==> src/rtl/alu_pkg.sv <==
// Shared ALU definitions: opcode encoding and default datapath width.
package alu_pkg;

   localparam int unsigned WIDTH_DEFAULT = 4;

   typedef enum logic [1:0] {
      OP_ADD = 2'b00,
      OP_SUB = 2'b01,
      OP_AND = 2'b10,
      OP_OR  = 2'b11
   } opcode_e;

endpackage

==> src/rtl/alu_core.sv <==
// Combinational ALU datapath: result, carry/borrow and signed overflow.
module alu_core
   import alu_pkg::*;
#(
   parameter int unsigned WIDTH = WIDTH_DEFAULT
) (
   input  logic [WIDTH-1:0] op1,
   input  logic [WIDTH-1:0] op2,
   input  logic [1:0]       opcode,
   output logic [WIDTH-1:0] result,
   output logic             carry,
   output logic             overflow
);

   logic [WIDTH:0] sum_full;
   logic [WIDTH:0] diff_full;

   // Operation select; the extra top bit of diff_full is the unsigned borrow.
   always_comb begin
      sum_full  = {1'b0, op1} + {1'b0, op2};
      diff_full = {1'b0, op1} - {1'b0, op2};
      result    = sum_full[WIDTH-1:0];
      carry     = 1'b0;
      overflow  = 1'b0;
      unique case (opcode_e'(opcode))
         OP_ADD: begin
            result   = sum_full[WIDTH-1:0];
            carry    = sum_full[WIDTH];
            overflow = (op1[WIDTH-1] == op2[WIDTH-1]) &&
                       (sum_full[WIDTH-1] != op1[WIDTH-1]);
         end
         OP_SUB: begin
            result   = diff_full[WIDTH-1:0];
            carry    = diff_full[WIDTH];
            overflow = (op1[WIDTH-1] != op2[WIDTH-1]) &&
                       (diff_full[WIDTH-1] != op1[WIDTH-1]);
         end
         OP_AND: result = op1 & op2;
         OP_OR:  result = op1 | op2;
         default: ;
      endcase
   end

endmodule

==> src/rtl/alu.sv <==
// Registered ALU: one-cycle latency, outputs hold while no valid input.
module alu
   import alu_pkg::*;
#(
   parameter int unsigned WIDTH = WIDTH_DEFAULT
) (
   input  logic             clk,
   input  logic             rst,
   input  logic [WIDTH-1:0] op1,
   input  logic [WIDTH-1:0] op2,
   input  logic [1:0]       opcode,
   input  logic             in_valid,
   output logic [WIDTH-1:0] y,
   output logic             out_valid,
   output logic             carry,
   output logic             zero,
   output logic             negative,
   output logic             overflow
);

   logic [WIDTH-1:0] core_result;
   logic             core_carry;
   logic             core_overflow;

   logic [WIDTH-1:0] y_q, y_d;
   logic             out_valid_q, out_valid_d;
   logic             carry_q, carry_d;
   logic             zero_q, zero_d;
   logic             negative_q, negative_d;
   logic             overflow_q, overflow_d;

   alu_core #(
      .WIDTH (WIDTH)
   ) u_core (
      .op1      (op1),
      .op2      (op2),
      .opcode   (opcode),
      .result   (core_result),
      .carry    (core_carry),
      .overflow (core_overflow)
   );

   // Load new result and flags on valid input, otherwise hold; flags come from
   // the result being registered rather than from the current y.
   always_comb begin
      y_d         = y_q;
      carry_d     = carry_q;
      zero_d      = zero_q;
      negative_d  = negative_q;
      overflow_d  = overflow_q;
      out_valid_d = in_valid;
      if (in_valid) begin
         y_d        = core_result;
         carry_d    = core_carry;
         zero_d     = (core_result == '0);
         negative_d = core_result[WIDTH-1];
         overflow_d = core_overflow;
      end
   end

   // Output registers; synchronous reset wins over an operation in the same cycle.
   always_ff @(posedge clk) begin
      if (rst) begin
         y_q         <= '0;
         out_valid_q <= 1'b0;
         carry_q     <= 1'b0;
         zero_q      <= 1'b1;
         negative_q  <= 1'b0;
         overflow_q  <= 1'b0;
      end else begin
         y_q         <= y_d;
         out_valid_q <= out_valid_d;
         carry_q     <= carry_d;
         zero_q      <= zero_d;
         negative_q  <= negative_d;
         overflow_q  <= overflow_d;
      end
   end

   assign y         = y_q;
   assign out_valid = out_valid_q;
   assign carry     = carry_q;
   assign zero      = zero_q;
   assign negative  = negative_q;
   assign overflow  = overflow_q;

endmodule

==> config.mk <==
export PLATFORM = sky130hd
export DESIGN_NAME = alu
export DESIGN_NICKNAME = d
export VERILOG_FILES = /design/src/rtl/alu_pkg.sv /design/src/rtl/alu_core.sv /design/src/rtl/alu.sv
export SDC_FILE = /design/constraint.sdc
export NUM_CORES = 1
export LEC_CHECK = 0
export BUFFER_PORTS_ARGS = -buffer_cell sky130_fd_sc_hd__buf_2
export CAP_MARGIN = 25
export CORE_MARGIN = 2
export CORE_UTILIZATION = 40
export DETAILED_ROUTE_END_ITERATION = 10
export MAX_ROUTING_LAYER = met4
export PLACE_DENSITY = 0.67
export SYNTH_ARGS = -nofsm -noshare
export SYNTH_HDL_FRONTEND = slang
export SYNTH_SLANG_ARGS = --single-unit
==> constraint.sdc <==
create_clock -name clk -period 2.35 [get_ports clk]
set_input_delay 0.705 -clock clk [delete_from_list [all_inputs] [get_ports clk]]
set_output_delay 0.705 -clock clk [all_outputs]
set_load 0.1 [all_outputs]
======== After elaboration in Yosys (flattened, before gate mapping) ========
Index checks and enable logic that the tools add are counted.
operators by class
  add/subtract/negate cells ............... 2
  equality and inequality tests ........... 7
  mux-type cells .......................... 3
  bitwise logic cells ..................... 2
  reductions and logical operators ........ 4
operators by type and width
  cell                                                                   number
  4-bit case mux with 4 select lines                                     1
  4-bit by 4-bit adder with 5-bit output                                 1
  4-bit by 4-bit subtractor with 5-bit output                            1
  4-bit bitwise AND                                                      1
  2-bit equality test, second input constant                             2
  4-bit zero test                                                        1
  4-bit OR                                                               1
  1-bit case mux with 2 select lines                                     2
  1-bit != test                                                          3
  2-bit by 1-bit equality test with 1-bit output, second input constant  1
  1-bit logical AND                                                      2
  2-bit zero test                                                        1
  1-bit equality test                                                    1
storage, ports and cells
  register bits ........................... 9
  input bits .............................. 13
  output and inout port bits .............. 9
  logic and storage cells ................. 24

======== Logic depth before layout (Yosys ltp) ========
Gate-level depths: netlist of the first run.
  depth in word-level cells ............... 4
  depth in mapped cells ................... 9
  mapped depth without buffers ............ 9

======== By module ========
From an unflattened synthesis of the first run, not the netlist that was laid out.
second synthesis, totals
  cell total of the unflattened synthesis .. 98
  area, all modules ....................... 835.8 um^2
modules (own cells, without submodules)
  module    times used  cells each  area an instance (um^2)
  alu_core  1           71          540.5
  alu       1           27          295.3

======== Worst setup path before layout of the first run ========
No wires, ideal clock.
  kind .................................... input port to flip-flop
  from .................................... input port op1[0]
  to ...................................... register zero_q, in the netlist zero
  setup time .............................. 0.096 ns
  arrival ................................. 2.171 ns
  data required time ...................... 2.254 ns
  slack ................................... 0.083 ns
  stages .................................. 6
  cell sequence ........................... inv_1 -> ha_1 -> inv_1 -> fa_1 -> mux4_2 -> o41ai_2
on the way
  longest elaborated chain between the ends .. 3
RTL lines
  item                                                                       line            RTL
  start, declared                                                            alu.sv:9        input logic [WIDTH-1:0] op1,
  4-bit by 4-bit subtractor with 5-bit output, or another cell as far along  alu_core.sv:21  diff_full = {1'b0, op1} - {1'b0, op2};
  4-bit case mux with 4 select lines (*)                                     alu_core.sv:25  unique case (opcode_e'(opcode))
  4-bit zero test (*)                                                        alu.sv:55       zero_d = (core_result == '0);
  end signal, assigned                                                       alu.sv:74       zero_q <= zero_d;
  end, declared                                                              alu.sv:28       logic zero_q, zero_d;
Every way passes the cells marked *; elsewhere a longest branch is shown, timed or not.
A chain may end at the register's enable or synchronous reset.

======== Final worst setup path of the first run ========
Same ends and word-level chain as after synthesis.

==> out/metrics.cfg, run 1 <==
[floorplanning]
pin_count=22
fp.coreArea_um2=1980
start_util=0.432
die_h_um=50.3
dieArea_um2=2530
fp.dieW_um=50.3
num_rows=16

[sta]
finalCriticalPeriod_ps=2200
worstMarginPinSlew_ps=490
grt_setup_unrepaired=no
max_slew_margin=0.676
setup_violations=0
finalSetupTns_ps=0
fmax_mhz=455
final.setup_skew_ps=0
finalHoldViolCount=0
min_period_over_period=0.935
drv_slew=0

[grt]
antenna_found_initial=0
grt_pass1_vias=707
grt_use_total=0.151
grt_overflow=0
grt_max_degree=20
grt_first_pass_wirelength_um=2860

[critical_path]
regToRegSetupSlack_ps=1680
worstSetupPathType=input pin to flop
cp.arrival_ps=2360
cp-start-kind=input pin
path_max_fanout=2
crit_required_ps=2510
endpoint_kind=flop

[cts]
clockRootBuffer=clkbuf_4
cts_buffer_depth=2
ctsResizeCount=0
h-tree-depth=1
clkSinkCount=8
cts_tree=yes
hold_buffers=0
cts_buffers=3
clk_pin_slew_ps=50
clkLatencyLatePin_ps=250
post_cts_buffers=0

[outcome]
outcome=finished clean

[synth]
synth_top_area_cell=dfxtp_1
ys_warn_count=0
synthTopCellsByArea=dfxtp_1, ha_1, inv_1, fa_1, o41ai_2
ys_seq_area_frac=0.187
syn_inst=96
synth_edf_count=0
yosys_register_bits=8
synth.avg_cell_area_um2=8.91
synth_common_cells=inv_1, ha_1, dfxtp_1, nor2_1, a21oi_1
synth_flop_cell=dfxtp_1
async_flop_share=0
post-synth-top-count-cell=inv_1
synth_top_area_share=0.187
synth_area_um2=856
synth_fp_nets=123
synth_cell_types=34

[job]
maxCapViolCount=0

[route]
ant_nets=0
drt-total-wl_um=1650
drc_errors=0
drtIter0Drc=12
vias=719
vias_per_cell=4.96
avgRoutedWirePerCell_um=11.4
firstDrtPassIters=4

[layout]
drive_above_1_share=0.288
area_delta_synth_final_pct=16.2
postLayoutCoreUtil=0.502
fin_nets=147
n_antenna_cell=0

[power]
total_power_uw=499
vdd.ir_drop.worst_mv=0.355
p_leak_uw=0.000525
power_density_nw_per_um2=501

[hold_path]
hold_path.class=flop to flop

[placement]
hpwl_um=1380
gp_congestion=0.820
io_buffers=21

-- layout by cell type (no fill, tap or decap), drive strengths merged, types with 2 or more instances in the layout --
cell | netlist | layout
nand2b | 2 | 2
a211o | 3 | 3
mux2i | 3 | 3
o21bai | 2 | 2
a21o | 2 | 2
nor2 | 8 | 8
xnor2 | 2 | 2
o41ai | 2 | 2
nor2b | 3 | 3
dfxtp | 8 | 8
fa | 2 | 2
nor4b | 2 | 2
inv | 13 | 13
nand3 | 2 | 2
o21ai | 3 | 3
a21oi | 6 | 6
ha | 12 | 12
clkbuf | 1 | 3
nand2 | 5 | 5
buf | 5 | 25
-- cell families (layout without fill, tap and decap cells) --
| logic type | after synthesis | count (layout) | share of synthesized area |
|---|---|---|---|
| AND/OR/NAND/NOR | 23 | 23 | 0.145 |
| AO/OA/AOI/OAI | 26 | 26 | 0.246 |
| XOR/XNOR | 2 | 2 | 0.0205 |
| adder cells (fa/ha/maj) | 14 | 14 | 0.222 |
| multiplexers | 4 | 4 | 0.0614 |
| flip-flops | 8 | 8 | 0.187 |
| buffers and inverters | 19 | 41 | 0.118 |
-- metal layers --
metal  global-route usage  wire, um  vias up  part of all wire
met5                    -         0        -                 0
met4               0.0278         0        0                 0
met3               0.0357        47        0             0.029
met2                0.268       842       10              0.51
met1                0.172       758      331              0.46
li1                     -         -      378                 -
-- per-stage QoR --
| step | area [um2] | worst slack [ps] | instances | hold slack, ps |
|---|---|---|---|---|
| 4_1_cts | 995 | 143 | 145 | 466 |
| 3_5_place_dp | 972 | -118 | 142 | 457 |
| 2_1_floorplan | 856 | 83.1 | 96 | 857 |
| 5_1_grt | 995 | 66.2 | 145 | 507 |
| 6_report | 995 | 152 | 145 | 465 |
| 3_3_place_gp | 972 | -63.8 | 142 | 450 |
-- registers in the layout, summed over array words and instances (netlist names) --
name       count
y              4
out_valid      1
overflow       1
zero           1
carry          1
-- power breakdown --
part	total [uW]	switching, uW	internal (uW)
clock network	105	46.3	58.4
registers	151	4.68	146
logic	243	166	77.0
total	499	217	281
-- cell type report --
| type | instances | area [um2] |
|---|---|---|
| fill | 198 | 987 |
| multi-input combinational | 69 | 594 |
| sequential | 8 | 160 |
| timing repair buffer | 25 | 135 |
| inverter | 13 | 48.8 |
| tap | 27 | 33.8 |
| clock buffer | 3 | 22.5 |
-- final timing paths --
path	startpoint	to	depth (start not counted)
min	carry$_SDFFE_PP0P_	carry$_SDFFE_PP0P_	2
max reg2reg	zero$_SDFFE_PP1P_	zero$_SDFFE_PP1P_	2
max	op1[0]	zero$_SDFFE_PP1P_	7
min reg2reg	carry$_SDFFE_PP0P_	carry$_SDFFE_PP0P_	2
-- worst max-delay path: stages --
cell     delay [ps]
buf_2           110
inv_1            70
ha_1            170
inv_1            50
fa_1            430
mux4_2          490
o41ai_2         330
(Power assumes the default switching activity.)
==> inputs of run 2 (changes only) <==
RECOVER_POWER = 100   (was unset)
==> run 2 against run 1 <==
Effect of this change:
- cell count stayed put
- core utilization shrank 0.44 points
- sequential power is essentially flat
- count of clock-buffer cells in the layout unchanged
- total power fell by 0.51%
- non-clock buffer count unchanged
- global-route usage stayed put
- via count grew 1.9%
- clock power hardly changed
- critical endpoint unchanged
- maximum frequency shrank 0.78%
- worst setup slack got worse by 17 ps
- critical path type unchanged
- clock skew did not move
==> out/metrics.cfg, run 2 (synthesis results as in run 1) <==
[outcome]
outcome=finished clean

[hold_path]
hold_end=carry$_SDFFE_PP0P_
min_from=carry$_SDFFE_PP0P_
whs_path_depth=2
hold_path.class=flop to flop

[cts]
ctsResizeCount=0
cts_tree=yes
h-tree-depth=1
clockRootBuffer=clkbuf_4
clk_pin_slew_ps=50
clkSinkCount=8
hold_buffers=0
clkLatencyLatePin_ps=250
cts_buffers=3
cts_buffer_depth=2
post_cts_buffers=0

[layout]
n_antenna_cell=0
fin_area_um2=986
layout_common_cells=inv_1, ha_1, buf_2
drive_above_1_share=0.263
area_delta_synth_final_pct=15.2
largest_reg_flops=4
final_common_cell=inv_1
fin_nets=147

[route]
ant_nets=0
vias_per_cell=5.06
drt-total-wl_um=1640
drc_errors=0
firstDrtPassIters=4
avgRoutedWirePerCell_um=11.3
drtIter0Drc=15
vias=733

[floorplanning]
dieArea_um2=2530
die_h_um=50.3
pin_count=22
fp.dieW_um=50.3
fp.coreArea_um2=1980
start_util=0.432
num_rows=16

[placement]
postPlaceCellArea_um2=972
post-place-ws_ps=-118
io_buffers=21
hpwl_um=1380
gp_congestion=0.820

[sta]
final.setup_skew_ps=0
fmax_mhz=451
holdWs_ps=467
drv_slew=0
max_slew_margin=0.640
fin_ws_ps=135
finalSetupTns_ps=0
min_period_over_period=0.943
finalCriticalPeriod_ps=2220
worstMarginPinSlew_ps=542
grt_setup_unrepaired=no
finalHoldViolCount=0
setup_violations=0

[critical_path]
crit_chain=clkbuf_1 -> inv_1 -> ha_1 -> inv_1 -> fa_1 -> mux4_2 -> o41ai_2
critical-path-slowest-cell=mux4_2
endpoint_kind=flop
max_stage_delay_ps=490
worstReg2RegStart=zero$_SDFFE_PP1P_
r2r_cells=2
cp_common_cell=inv_1
r2r_end=zero$_SDFFE_PP1P_
path_max_fanout=2
crit_family=adder cells
cp_num_buf_inv=3
regToRegSetupSlack_ps=1680
cp.arrival_ps=2370
worstSetupPathType=input pin to flop
cp-start-kind=input pin
crit_required_ps=2510

[grt]
grt_overflow=0
grt_pass1_vias=707
antenna_found_initial=0
grt_max_degree=20
grt_first_pass_wirelength_um=2860
grt_use_total=0.151

[power]
total_power_uw=496
power_density_nw_per_um2=503
p_leak_uw=0.000513
vdd.ir_drop.worst_mv=0.354

[job]
maxCapViolCount=0

==> run 2: cell types whose count changed in the layout (fill, tap and decap cells not counted), sizes merged <==
cell / previous run / this run
buf: 25 / 14
clkbuf: 3 / 14
==> run 2: area by class of cell <==
cell class	count	area, um2
tap	27	33.8
inverter	13	48.8
timing repair buffer	25	133
fill	201	996
multi-input combinational	69	588
clock buffer	3	22.5
sequential	8	160
==> run 2: how the worst max path moves through the flow <==
stage,start,to,slack [ps],depth (start not counted)
global placement,op1[0],zero$_SDFFE_PP1P_,-60,7
detailed placement,op1[0],zero$_SDFFE_PP1P_,-120,7
finish,op1[0],zero$_SDFFE_PP1P_,130,7
floorplan,op1[0],zero$_SDFFE_PP1P_,80,6
global route,op1[0],zero$_SDFFE_PP1P_,40,7
CTS,op1[0],zero$_SDFFE_PP1P_,140,7
==> run 2: stage by stage <==
stage           util  instances
2_1_floorplan      -         96
3_3_place_gp   0.491        142
3_5_place_dp   0.491        142
4_1_cts        0.502        145
5_1_grt        0.497        145
6_report       0.497        145
==> run 2: per-layer routing <==
layer / track usage / vias to the layer above / part of all wire / wire length, um
met4: 0.0278 / 0 / 0 / 0
met5: - / - / 0 / 0
met3: 0.0357 / 0 / 0.028 / 46
met1: 0.172 / 344 / 0.46 / 758
li1: - / 379 / - / -
met2: 0.268 / 10 / 0.51 / 830
==> run 2: power by group <==
part / switching [uW] / total [uW] / leakage [uW] / internal (uW)
logic: 165 / 240 / 0.000433 / 75.4
registers: 5.05 / 151 / 0.0000661 / 146
clock network: 46.2 / 105 / 0.0000138 / 58.4
total: 216 / 496 / 0.000513 / 280
==> run 2: worst reg2reg max path, delay by kind of cell, from the launching register on <==
| kind | cells | cell delay, ps |
|---|---|---|
| compound gates | 2 | 250 |
| flops | 1 | 310 |
